**config.mk**
```make
export PLATFORM = sky130hd
export DESIGN_NAME = switch_event_debounce
export DESIGN_NICKNAME = d
export VERILOG_FILES = /design/src/rtl/switch_event_debounce.sv
export SDC_FILE = /design/constraint.sdc
export NUM_CORES = 1
export LEC_CHECK = 0
export ABC_AREA = 1
export BUFFER_PORTS_ARGS = -buffer_cell sky130_fd_sc_hd__clkbuf_2
export CORE_MARGIN = 1
export CORE_UTILIZATION = 30
export DETAILED_ROUTE_END_ITERATION = 10
export PLACE_DENSITY = 0.49
export SLEW_MARGIN = 10
export SYNTH_ARGS = -nofsm -noshare
export SYNTH_HDL_FRONTEND = slang
export SYNTH_SLANG_ARGS = --single-unit
```
**constraint.sdc**
```tcl
create_clock -name i_Clk -period 3.3 [get_ports i_Clk]
set_input_delay 0.66 -clock i_Clk [delete_from_list [all_inputs] [get_ports i_Clk]]
set_output_delay 0.66 -clock i_Clk [all_outputs]
set_load 0.05 [all_outputs]
```
**src/rtl/switch_event_debounce.sv**
```systemverilog
// Push-button conditioner: 2-FF synchroniser, debounce filter, registered press/release strobes.
// Auto-repeat of press strobes during a long hold is compiled in only when SWITCH_REPEAT_EN is defined.
module switch_event_debounce #(
  parameter int DEBOUNCE_LIMIT = 250000,
  parameter int HOLD_LIMIT     = 12500000,
  parameter int REPEAT_LIMIT   = 2500000
) (
  input  logic i_Clk,
  input  logic i_Rst,
  input  logic i_switch,
  output logic o_switch,
  output logic o_press,
  output logic o_release,
  output logic o_repeat
);

  localparam int MAX_LIMIT =
    (DEBOUNCE_LIMIT > HOLD_LIMIT)
      ? ((DEBOUNCE_LIMIT > REPEAT_LIMIT) ? DEBOUNCE_LIMIT : REPEAT_LIMIT)
      : ((HOLD_LIMIT > REPEAT_LIMIT) ? HOLD_LIMIT : REPEAT_LIMIT);
  localparam int CW = $clog2(MAX_LIMIT + 1);
  localparam logic [CW-1:0] DB_LAST = CW'(DEBOUNCE_LIMIT - 1);

  typedef enum logic [1:0] {
    IDLE   = 2'd0,
    HELD   = 2'd1,
    REPEAT = 2'd2
  } state_e;

  state_e          state_q;
  logic            sync1_q;
  logic            sync2_q;
  logic            press_q;
  logic            release_q;
  logic [CW-1:0]   db_cnt_q;
  logic [CW-1:0]   db_cnt_d;
  logic            accept_d;
  logic            level;

  // The FSM state doubles as the debounced level: any non-IDLE state means pressed.
  assign level     = (state_q != IDLE);
  assign o_switch  = level;
  assign o_press   = press_q;
  assign o_release = release_q;

  always_ff @(posedge i_Clk) begin
    if (i_Rst) begin
      sync1_q <= 1'b0;
      sync2_q <= 1'b0;
    end else begin
      sync1_q <= i_switch;
      sync2_q <= sync1_q;
    end
  end

  always_comb begin
    accept_d = 1'b0;
    db_cnt_d = db_cnt_q;
    if (sync2_q == level) begin
      db_cnt_d = '0;
    end else if (db_cnt_q == DB_LAST) begin
      accept_d = 1'b1;
      db_cnt_d = '0;
    end else begin
      db_cnt_d = db_cnt_q + 1'b1;
    end
  end

  always_ff @(posedge i_Clk) begin
    if (i_Rst) begin
      db_cnt_q <= '0;
    end else begin
      db_cnt_q <= db_cnt_d;
    end
  end

`ifdef SWITCH_REPEAT_EN
  localparam logic [CW-1:0] HOLD_LAST = CW'(HOLD_LIMIT - 1);
  localparam logic [CW-1:0] REP_LAST  = CW'(REPEAT_LIMIT - 1);

  logic [CW-1:0] hold_cnt_q;
  logic [CW-1:0] rep_cnt_q;
  logic          repeat_q;

  assign o_repeat = repeat_q;

  // An accepted level change is handled first, so a release always beats a hold/repeat expiry.
  always_ff @(posedge i_Clk) begin
    if (i_Rst) begin
      state_q    <= IDLE;
      press_q    <= 1'b0;
      release_q  <= 1'b0;
      repeat_q   <= 1'b0;
      hold_cnt_q <= '0;
      rep_cnt_q  <= '0;
    end else begin
      press_q   <= 1'b0;
      release_q <= 1'b0;
      if (accept_d) begin
        if (sync2_q) begin
          state_q    <= HELD;
          press_q    <= 1'b1;
          hold_cnt_q <= '0;
        end else begin
          state_q   <= IDLE;
          release_q <= 1'b1;
          repeat_q  <= 1'b0;
        end
      end else begin
        case (state_q)
          HELD: begin
            if (hold_cnt_q == HOLD_LAST) begin
              state_q    <= REPEAT;
              press_q    <= 1'b1;
              repeat_q   <= 1'b1;
              rep_cnt_q  <= '0;
              hold_cnt_q <= '0;
            end else begin
              hold_cnt_q <= hold_cnt_q + 1'b1;
            end
          end
          REPEAT: begin
            if (rep_cnt_q == REP_LAST) begin
              press_q   <= 1'b1;
              rep_cnt_q <= '0;
            end else begin
              rep_cnt_q <= rep_cnt_q + 1'b1;
            end
          end
          default: ;
        endcase
      end
    end
  end
`else
  assign o_repeat = 1'b0;

  always_ff @(posedge i_Clk) begin
    if (i_Rst) begin
      state_q   <= IDLE;
      press_q   <= 1'b0;
      release_q <= 1'b0;
    end else begin
      press_q   <= 1'b0;
      release_q <= 1'b0;
      if (accept_d) begin
        if (sync2_q) begin
          state_q <= HELD;
          press_q <= 1'b1;
        end else begin
          state_q   <= IDLE;
          release_q <= 1'b1;
        end
      end
    end
  end
`endif

endmodule

```
Word level (Yosys, flattened, before mapping) --
Index checks and enable logic that the tools add are counted.
Cells by class: $add $sub $neg 1, equality and inequality tests 2, muxes and demuxes 5, bitwise operators 1, reduce and logical (&&, ||, !) cells 3
Operators with widths (count):
- $add 24x1->24 const B | 1
- $eq 24x18->1 const B | 1
- $mux 1 | 5
- $reduce_or 3->1 | 1
- $reduce_bool 2->1 | 1
- $reduce_or 2->1 | 1
- $eq 1x1->1 | 1
- $not 1->1 | 1
Word-level totals: register bits after elaboration 30, output and inout bits 4, word-level logic and storage cells 18

Longest topological paths before layout --
word-level depth 5, depth in mapped cells 8

Worst setup path after synthesis --
OpenSTA, ideal clock, no wires.
path kind register to register, start point reg db_cnt_q[0], end point reg db_cnt_q[15], library setup time 0.115 ns, arrival time 1.255 ns, data required time 3.185 ns, slack 1.929 ns, stages on the path, launching flop included 8, clock period less this slack 1.371 ns, cells stage by stage dfxtp_1 > ha_1 > nand3_4 > nor2_1 > nand3_2 > nand2_4 > buf_8 > nor2_2
On the way: longest elaborated chain between the ends 2
RTL lines:
- from (decl) | RTL line 35 | logic [CW-1:0] db_cnt_q;
- from (signal assigned) | RTL line 73 | db_cnt_q <= db_cnt_d;
- branches (longest 2 deep; another with $add 24x1->24)
Parallel ways; which one is timed is not known. A chain may end at the register's enable or synchronous reset.

Final worst setup path --
start point reg state_q[0], end point out o_switch
On the way: longest elaborated chain between the ends 1
RTL lines:
- from (decl) | RTL line 30 | state_e state_q;
- from (signal assigned) | RTL line 140 | state_q <= IDLE;
- from (signal assigned) | RTL line 148 | state_q <= HELD;
- from (signal assigned) | RTL line 151 | state_q <= IDLE;
- $reduce_bool 2->1 | RTL line 41 | assign level = (state_q != IDLE);
- to (decl) | RTL line 11 | output logic o_switch,
No other way between the ends.

==> key figures <==
Routing
  • Router iterations before antenna repair: 4
  • # DRC: 0
  • Vias: 1,295
  • WL final: 3060 um
  • DR WL/cell: 9.90 um
  • Post-DRT Antenna Nets: 0
  • Drt first-iter violations: 38
  • DR vias/cell: 4.19

Clock network
  • CTS buffer count: 5
  • # Post-CTS Setup Buffers: 0
  • CTS Sinks: 29
  • CTS-repair resized insts: 0
  • CTS hold repair buffers: 0
  • H-tree Lvls: 2
  • CTS tree: yes
  • Clk_lat worst skew: 0.28 ns
  • Clk buf depth: 2
  • Clock-pin slew on the worst setup and hold paths: 0.06 ns
  • CTS Root Cell: clkbuf_8

Worst setup path
  • Kind of critical path: flop to output pin
  • Worst path top cell family by delay: flip-flops
  • Slowest CP cell: dfxtp_1
  • CP arrival: 0.94 ns
  • CP endpoint kind: output pin
  • Critical Path Fanout Max: 3
  • Worst setup SP type: flop
  • Max incr delay on CP: 0.37 ns
  • CP bufs+invs: 1
  • Crit path cell chain: clkbuf_2
  • Worst EP required: 2.64 ns

Place
  • Placed instance area: 1660 um^2
  • Placed Cells: 301
  • DP HPWL: 2320 um
  • Routability cong.: 0.761
  • I/O Buffers: 5

Status
  • Status: finished, final reports clean

Pwr
  • PD cells: 392 nW/um^2
  • Peak VDD IR: 0.301 mV
  • Total power: 0.688 mW
  • P_leak: 0.625 nW

Logic synthesis
  • Count of cell types in the netlist: 29
  • Syn Inst Count: 229
  • Mapped Area: 1580 um^2
  • #FFs+latches synth: 29
  • Syn nets: 233
  • EDFF count, synth: 0
  • Post-synth top flop: dfxtp_1
  • Sequential area share after synthesis: 36.8%
  • Synth async-reset ratio: 0%
  • Largest area contributor in the netlist: dfxtp_1
  • Area contributors post-synth: dfxtp_1 37%, nand2_1 15%, nor2_1 11%
  • Synth warn: 0
  • Post-synthesis average cell area: 6.89 um^2
  • Synth top area share: 36.8%

STA
  • Fmax: 626 MHz
  • Total negative setup slack: 0 ns
  • Clock Skews: 0.00413 ns
  • RSZ-0062 raised after global routing: no
  • Final Slew Violations: 0
  • Tcrit/Tclk final: 48.4%
  • Hold Violations, Final: 0
  • Minimum clock period: 1.60 ns
  • Setup violators final: 0

Global routing
  • First-pass GRT wire length: 5330 um
  • Largest net degree at the start of global routing: 24
  • Gr ovfl total: 0
  • Antenna violations before repair: 0
  • Vias in the first global route: 1,188
  • GRT Util Overall: 12.8%

Layout
  • Ant. Diodes: 0
  • Number of nets in the layout: 242
  • Final Util: 34.6%
  • Share of layout cells above drive strength 1: 18.4%
  • Final instance area: 1760 um^2
  • Layout Cells excl Fill: 309
  • Area delta synth->final: 11.4%

Die
  • Die ar.: 5550 um^2
  • Rows: 26
  • Initial Util: 31.1%
  • IO Count: 7
  • Core footprint: 5070 um^2
  • Die width: 74.5 um
  • Chip height: 74.5 um

Worst hold path
  • Tightest Hold Check Type: flop to flop

Flow run
  • Total of max-cap violations: 0
[cell type report]
class,count,area (um^2)
Multi-Input combinational cell,167,851
Fill cell,593,3320
Inverter,30,113
Timing Repair Buffer,5,25.0
Clock inverter,1,5.00
Tap cell,70,87.6
Clock buffer,7,96.3
Sequential cell,29,581
[per-layer routing]
| metal | share of wire [%] | up-vias | track usage [%] |
|---|---|---|---|
| met5 | 0 | - | 0 |
| met4 | 1.3 | 0 | 4.40 |
| met3 | 2.8 | 5 | 3.66 |
| met2 | 42 | 17 | 18.8 |
| met1 | 53 | 566 | 17.9 |
| li1 | - | 707 | - |
[cell usage in the layout (no fill, tap or decap), drive strengths merged]
master,synthesis,routed
ha,1,1
nand2,64,64
nor2,57,57
nand3,18,18
or2,4,4
nor3,3,3
o21bai,3,3
clkinv,1,2
xnor2,2,2
clkbuf,0,12
inv,29,29
o21ai,1,1
conb,1,1
a21oi,9,9
dfxtp,29,29
xor2,4,4
[where the power goes]
group | leakage, nW | switching [mW] | internal (mW)
sequential | 0.234 | 0.00101 | 0.351
combinational | 0.337 | 0.00796 | 0.00250
clock | 0.0542 | 0.137 | 0.188
[state kept, by name (all words and copies together), names as in the netlist]
register and count:
sync1_q 1, o_release 1, o_press 1, state_q 1, db_cnt_q 24, sync2_q 1
[synth_stat cells (2+ instances only)]
library cell	n
a21oi_1	2
a21oi_2	7
dfxtp_1	29
inv_1	27
inv_2	2
nand2_1	62
nand3_1	12
nand3_2	5
nor2_1	46
nor2_2	9
nor3_1	2
o21bai_1	3
or2_0	2
or2_2	2
xnor2_1	2
xor2_1	4
[stage by stage]
step,hold slack (ns),worst slack (ns)
2_1_floorplan,0.388,1.93
3_3_place_gp,0.391,1.75
3_5_place_dp,0.394,1.71
4_1_cts,0.404,1.69
5_1_grt,0.410,1.56
6_report,0.402,1.70
[worst register-to-register path, cell delays in order, from the launching register on]
cell     delay, ns
dfxtp_1       0.36
ha_1          0.25
nand3_4       0.15
nor2_1        0.16
nand3_2       0.13
nand2_4       0.31
nor2_1        0.09
[cells by family after synthesis]
| family | after synthesis | share of synthesized area (%) |
|---|---|---|
| AND/OR/NAND/NOR | 146 | 43.3 |
| buffers and inverters | 33 | 9.28 |
| flip-flops | 29 | 36.8 |
| AO/OA/AOI/OAI | 13 | 6.26 |
| XOR/XNOR | 6 | 3.33 |
| adder cells (fa/ha/maj) | 1 | 0.793 |
| other | 1 | 0.238 |
[worst paths after layout]
kind / from / to / slack, ns / depth (start not counted)
worst max-delay path: state_q[0] / o_switch / 1.70 / 1
worst min-delay path: sync1_q / sync2_q / 0.40 / 2
worst max register to register: db_cnt_q[0] / db_cnt_q[20] / 1.73 / 6
worst min register to register: sync1_q / sync2_q / 0.40 / 2
(Power assumes the default switching activity.)
